## config.mk

```make
export PLATFORM = sky130hd
export DESIGN_NAME = sap_ram_ctrl
export DESIGN_NICKNAME = d
export VERILOG_FILES = /design/src/rtl/sap_ram_pkg.sv /design/src/rtl/sap_ram_array.sv /design/src/rtl/sap_ram_ctrl.sv
export SDC_FILE = /design/constraint.sdc
export NUM_CORES = 1
export LEC_CHECK = 0
export CAP_MARGIN = 20
export CORE_ASPECT_RATIO = 2
export CORE_UTILIZATION = 40
export DETAILED_ROUTE_END_ITERATION = 7
export PLACE_DENSITY_LB_ADDON = 0.12
export SLEW_MARGIN = 20
export SYNTH_ARGS = -nofsm -noshare
export SYNTH_HDL_FRONTEND = slang
export SYNTH_SLANG_ARGS = --single-unit
```

## constraint.sdc

```tcl
create_clock -name clk -period 3.2 [get_ports clk]
set_input_delay 0.64 -clock clk [delete_from_list [all_inputs] [get_ports clk]]
set_output_delay 0.64 -clock clk [all_outputs]
set_load 0.03 [all_outputs]
```

## src/rtl/sap_ram_pkg.sv

```systemverilog
// Shared types and helpers for the SAP-1 synchronous program/data RAM.
//   state_e    : controller states (CLEAR sequencer, READY for accesses)
//   RUN / PROG : values of run_not_prog selecting the access path
//   sram_depth : number of words addressed by an ADDR_WIDTH-bit address
package sap_ram_pkg;

    typedef enum logic [0:0] {
        CLEAR = 1'b0,
        READY = 1'b1
    } state_e;

    localparam logic RUN  = 1'b1;
    localparam logic PROG = 1'b0;

    function automatic int unsigned sram_depth(input int unsigned addr_width);
        return 32'(1) << addr_width;
    endfunction

endpackage

```

## src/rtl/sap_ram_array.sv

```systemverilog
// Storage for the SAP-1 RAM: one synchronous write port, one registered read port.
//   clk, rst          : clock, synchronous active-high reset (read register only)
//   we_i/waddr_i/wdata_i : write port, word written on the rising edge
//   re_i/raddr_i      : read port enable/address
//   rdata_o           : registered read word, holds when re_i is low
// The storage itself has no reset; the controller clears it after every reset.
module sap_ram_array
    import sap_ram_pkg::*;
#(
    parameter int unsigned ADDR_WIDTH = 4,
    parameter int unsigned WORD_WIDTH = 8
) (
    input  logic                  clk,
    input  logic                  rst,
    input  logic                  we_i,
    input  logic [ADDR_WIDTH-1:0] waddr_i,
    input  logic [WORD_WIDTH-1:0] wdata_i,
    input  logic                  re_i,
    input  logic [ADDR_WIDTH-1:0] raddr_i,
    output logic [WORD_WIDTH-1:0] rdata_o
);

    localparam int unsigned DEPTH = sram_depth(ADDR_WIDTH);

    logic [WORD_WIDTH-1:0] mem_q [DEPTH];
    logic [WORD_WIDTH-1:0] rdata_q;

    // Write port
    always_ff @(posedge clk) begin
        if (we_i) begin
            mem_q[waddr_i] <= wdata_i;
        end
    end

    // Read port, one-cycle latency
    always_ff @(posedge clk) begin
        if (rst) begin
            rdata_q <= '0;
        end else if (re_i) begin
            rdata_q <= mem_q[raddr_i];
        end
    end

    assign rdata_o = rdata_q;

endmodule

```

## src/rtl/sap_ram_ctrl.sv

```systemverilog
// SAP-1 synchronous program/data RAM controller.
// After every reset a clear sequencer zeroes all words (busy=1), then the RAM
// serves either the CPU run-mode port (ce_bar/we_bar) or the program loader
// (auto-incrementing prog_ptr, prog_wrap pulse on wrap to 0).
//   clk, rst           : clock, synchronous active-high reset
//   run_not_prog       : 1 run mode, 0 program mode
//   ce_bar, we_bar, addr, wr_data : run-mode access
//   rd_data            : registered read data
//   prog_addr_load, prog_addr, prog_we, prog_data : loader controls
//   prog_ptr, prog_wrap: loader pointer and wrap pulse
//   busy               : clear in progress, all requests ignored
//   parity_err         : stored-parity mismatch on last run read
// Optional: define SAP_RAM_PARITY_EN to store an even-parity bit per word;
// otherwise parity_err is tied to 0.
module sap_ram_ctrl
    import sap_ram_pkg::*;
#(
    parameter int unsigned ADDR_WIDTH = 4,
    parameter int unsigned DATA_WIDTH = 8
) (
    input  logic                  clk,
    input  logic                  rst,
    input  logic                  run_not_prog,
    input  logic                  ce_bar,
    input  logic                  we_bar,
    input  logic [ADDR_WIDTH-1:0] addr,
    input  logic [DATA_WIDTH-1:0] wr_data,
    output logic [DATA_WIDTH-1:0] rd_data,
    input  logic                  prog_addr_load,
    input  logic [ADDR_WIDTH-1:0] prog_addr,
    input  logic                  prog_we,
    input  logic [DATA_WIDTH-1:0] prog_data,
    output logic [ADDR_WIDTH-1:0] prog_ptr,
    output logic                  prog_wrap,
    output logic                  busy,
    output logic                  parity_err
);

    localparam int unsigned SRAM_DEPTH = sram_depth(ADDR_WIDTH);
    localparam logic [ADDR_WIDTH-1:0] LAST_ADDR = ADDR_WIDTH'(SRAM_DEPTH - 1);
`ifdef SAP_RAM_PARITY_EN
    localparam int unsigned WORD_WIDTH = DATA_WIDTH + 1;
`else
    localparam int unsigned WORD_WIDTH = DATA_WIDTH;
`endif

    state_e                state_q, state_d;
    logic [ADDR_WIDTH-1:0] clr_cnt_q, clr_cnt_d;
    logic [ADDR_WIDTH-1:0] prog_ptr_q, prog_ptr_d;
    logic                  prog_wrap_q, prog_wrap_d;
    logic                  busy_q, busy_d;

    logic                  mem_we;
    logic                  mem_re;
    logic [ADDR_WIDTH-1:0] mem_waddr;
    logic [DATA_WIDTH-1:0] mem_wdat;
    logic [WORD_WIDTH-1:0] mem_wword;
    logic [WORD_WIDTH-1:0] mem_rword;
    logic [ADDR_WIDTH-1:0] prog_waddr;

    // State and loader registers
    always_ff @(posedge clk) begin
        if (rst) begin
            state_q     <= CLEAR;
            clr_cnt_q   <= '0;
            prog_ptr_q  <= '0;
            prog_wrap_q <= 1'b0;
            busy_q      <= 1'b1;
        end else begin
            state_q     <= state_d;
            clr_cnt_q   <= clr_cnt_d;
            prog_ptr_q  <= prog_ptr_d;
            prog_wrap_q <= prog_wrap_d;
            busy_q      <= busy_d;
        end
    end

    // Next state, memory port muxing and loader pointer update
    always_comb begin
        state_d     = state_q;
        clr_cnt_d   = clr_cnt_q;
        prog_ptr_d  = prog_ptr_q;
        prog_wrap_d = 1'b0;
        mem_we      = 1'b0;
        mem_re      = 1'b0;
        mem_waddr   = clr_cnt_q;
        mem_wdat    = '0;
        // A simultaneous load redirects the write to the freshly loaded address
        prog_waddr  = prog_addr_load ? prog_addr : prog_ptr_q;

        case (state_q)
            CLEAR: begin
                mem_we    = 1'b1;
                clr_cnt_d = clr_cnt_q + ADDR_WIDTH'(1);
                if (clr_cnt_q == LAST_ADDR) begin
                    state_d = READY;
                end
            end
            READY: begin
                case (run_not_prog)
                    RUN: begin
                        if (!ce_bar) begin
                            if (we_bar) begin
                                mem_re = 1'b1;
                            end else begin
                                mem_we    = 1'b1;
                                mem_waddr = addr;
                                mem_wdat  = wr_data;
                            end
                        end
                    end
                    PROG: begin
                        if (prog_we) begin
                            mem_we      = 1'b1;
                            mem_waddr   = prog_waddr;
                            mem_wdat    = prog_data;
                            prog_ptr_d  = prog_waddr + ADDR_WIDTH'(1);
                            prog_wrap_d = (prog_waddr == LAST_ADDR);
                        end else if (prog_addr_load) begin
                            prog_ptr_d = prog_addr;
                        end
                    end
                    default: ;
                endcase
            end
            default: state_d = CLEAR;
        endcase

        busy_d = (state_d == CLEAR);
    end

`ifdef SAP_RAM_PARITY_EN
    // Even parity: stored bit makes the whole word XOR to zero
    assign mem_wword  = {^mem_wdat, mem_wdat};
    assign parity_err = ^mem_rword;
`else
    assign mem_wword  = mem_wdat;
    assign parity_err = 1'b0;
`endif

    sap_ram_array #(
        .ADDR_WIDTH (ADDR_WIDTH),
        .WORD_WIDTH (WORD_WIDTH)
    ) u_array (
        .clk     (clk),
        .rst     (rst),
        .we_i    (mem_we),
        .waddr_i (mem_waddr),
        .wdata_i (mem_wword),
        .re_i    (mem_re),
        .raddr_i (addr),
        .rdata_o (mem_rword)
    );

    assign rd_data   = mem_rword[DATA_WIDTH-1:0];
    assign prog_ptr  = prog_ptr_q;
    assign prog_wrap = prog_wrap_q;
    assign busy      = busy_q;

endmodule

```

==> impl_metrics.csv <==
group,metric,value,unit
sta,grt_setup_unrepaired,"false",
setup_path,worstSetupPathType,"in2reg",
sta,hold_viol_final,0,
finish,area_growth_syn_to_layout,26.1,%
cts,clk-insertion-delay-late,0.41,ns
floorplan,core,14900,sq um
floorplan,start_util,0.410,
setup_path,endpoint_kind,"flop",
sta,min_period,2.68,ns
route,wl_per_cell,22.2,microns
global_route,grtUsageTotal,0.201,
logic_synthesis,synth-edff-count,128,
route,drcViolationCount,0,
floorplan,dieArea,15800,sq um
job,cap_viol_max_count,0,
cts,cts_root_buf,"clkbuf_16",
setup_path,cp_max_fo,12,
global_route,grt-ovfl-total,0,
setup_path,crit_slowest_cell,"clkdlybuf4s50_1",
hold_path,hp-class,"reg2reg",
floorplan,die_x,89.4,microns
setup_path,worst_ep_required_time,3.31,ns
setup_path,critical_path.startpoint,"prog_addr_load",
global_route,grt_pass1_vias,3618,
setup_path,start_kind,"input port",
logic_synthesis,netlist_top_cells_count,"edfxtp_1, mux2_2, nor2_1",
sta,setup_viol,0,
route,via_per_inst,5.42,
global_route,grt_pass1_wl,21900,microns
run_status,status,"complete, no violations",
route,drtIter0Drc,202,
sta,relSlewSlack,0.405,
sta,worstMarginPinSlew,0.887,ns
cts,cts.sinks,147,
sta,finalCritPeriodShare,0.839,
route,wl,14100,microns
logic_synthesis,async_flop_share,0,
sta,skew,0.0134,ns
sta,max_freq,373,MHz
placement,port_buffers,44,
logic_synthesis,synth_cell_types,46,
cts,cts.hold.buffers_added,0,
logic_synthesis,synth_area_per_cell,17.7,sq um
logic_synthesis,yosys.area.top_type_share,0.629,
logic_synthesis,synth_area_leaders,"edfxtp_1, mux4_1, dfxtp_1",
logic_synthesis,syn_nets,379,
sta,slew_violations,0,
cts,numCtsBuffers,17,
logic_synthesis,syn_area,6110,sq um
logic_synthesis,synthCells,346,
setup_path,cp_cell_sequence,"clkdlybuf4s50_1 -> mux2_2 -> mux2i_1 -> o211a_1 -> nor4b_2 -> buf_4",
cts,clk_path_buf_depth,2,
setup_path,r2r_setup_slack,1.08,ns
finish,drive_gt1_frac,0.267,
global_route,antenna_found_initial,0,
cts,post-cts-setup-buffers,0,
route,ant_nets,0,
power_and_ir_drop,ir_drop,0.377,mV
floorplan,die_height,177,microns
logic_synthesis,synth_top_cell_by_area,"edfxtp_1",
finish,n_antenna_cell,0,
placement,dp_hpwl,10100,microns
setup_path,critPathArrivalTime,2.80,ns
power_and_ir_drop,p_leak,2.73,nW
placement,globalplace.congestion,0.790,
global_route,grt_max_degree,20,
logic_synthesis,synthFlopType,"edfxtp_1",
setup_path,critical-path-max-stage-delay,0.58,ns
cts,htreeDepth,4,
power_and_ir_drop,power_density,596,nW/um^2
logic_synthesis,ys_ff_latch,147,
finish,finalNetCount,459,
logic_synthesis,seq_area_frac_synth,0.692,
sta,fin_setup_tns,0,ns
hold_path,hp-start,"prog_ptr[1]$_SDFFE_PP0P_",
cts,cts-resized-gates,0,
setup_path,r2r_start,"state_q$_SDFF_PP0_",
sta,hold_slack,0.491,ns
floorplan,row_count,63,
cts,cts_tree,"done",
logic_synthesis,yosysMostFrequentCell,"edfxtp_1",
cts,clk_pin_slew,0.06,ns
route,dr.pass1.iters,4,
route,num_vias,3435,
logic_synthesis,ys_warn_count,0,
floorplan,io_pins,46,
-- sequential cells by signal (all words and copies together) (netlist names) --
name             count
u_array.mem_q      128
u_array.rdata_o      8
clr_cnt_q            4
prog_ptr             4
busy                 1
prog_wrap            1
state_q              1
-- cells in the final DEF, fill, tap and decap left out, drive strengths merged, types with 7 or more instances in the layout --
master,synthesis,layout
nor2,22,22
a221o,7,7
a22oi,11,11
buf,17,37
clkdlybuf4s50,0,43
mux4,26,26
edfxtp,128,128
nand2,7,7
nor4,12,12
nor3,7,7
clkbuf,2,20
mux2,23,23
dfxtp,19,19
-- worst max-delay path: cells and delay by family --
family | cells | cell delay [ns]
AO/OA/AOI/OAI | 1 | 0.46
buffers and inverters | 2 | 0.80
multiplexers | 2 | 0.60
AND/OR/NAND/NOR | 1 | 0.29
-- layer usage --
layer / up-vias / part of all wire / wire, microns / track usage
li1: 1595 / - / - / -
met1: 1731 / 0.36 / 5090 / 0.228
met3: 14 / 0.032 / 449 / 0.0350
met2: 95 / 0.57 / 8080 / 0.355
met4: 0 / 0.031 / 439 / 0.0966
met5: - / 0 / 0 / 0
-- path summary, 6_finish.rpt --
| kind | end | depth (start not counted) |
|---|---|---|
| worst max-delay path | u_array.mem_q[5][1]$_DFFE_PP_ | 6 |
| worst max register to register | u_array.mem_q[5][1]$_DFFE_PP_ | 5 |
| worst min-delay path | prog_ptr[1]$_SDFFE_PP0P_ | 2 |
| worst min register to register | prog_ptr[1]$_SDFFE_PP0P_ | 2 |
-- layout make-up --
cell class                 count  area (sq um)
fill                        1219          7200
sequential                   147          4220
multi-input combinational    178          1840
timing repair buffer          80           718
clock buffer                  20           437
tap                          195           244
clock inverter                12           229
inverter                       2          7.51
-- stage by stage --
stage               worst slack (ns)  power (mW)  std cells  instance area [sq um]  utilization
CTS                            0.516        4.64        634                   7700        0.517
finish                         0.516        4.59        634                   7700        0.517
detailed placement             0.102        2.42        602                   7030        0.472
global placement               0.157        2.41        602                   7030        0.472
floorplan                      0.302        2.30        346                   6110            -
global route                   0.408        4.73        634                   7700        0.517
-- kinds of logic after synthesis --
kind of cell | Yosys count | share of synthesized area
AOI/OAI and AO/OA | 44 | 0.0539
xor gates and xnor gates | 6 | 0.00861
adders and majority gates | 2 | 0.00410
buffers and inverters | 21 | 0.0205
DFF | 147 | 0.692
muxes | 55 | 0.158
other | 1 | 0.000614
and+or+nand+nor | 70 | 0.0627
-- power by group --
| group | switching, mW | internal (mW) |
|---|---|---|
| clock network | 0.752 | 1.47 |
| logic | 0.130 | 0.130 |
| registers | 0.0133 | 2.10 |
| total | 0.895 | 3.70 |
Power figures use the tool's default switching activity.
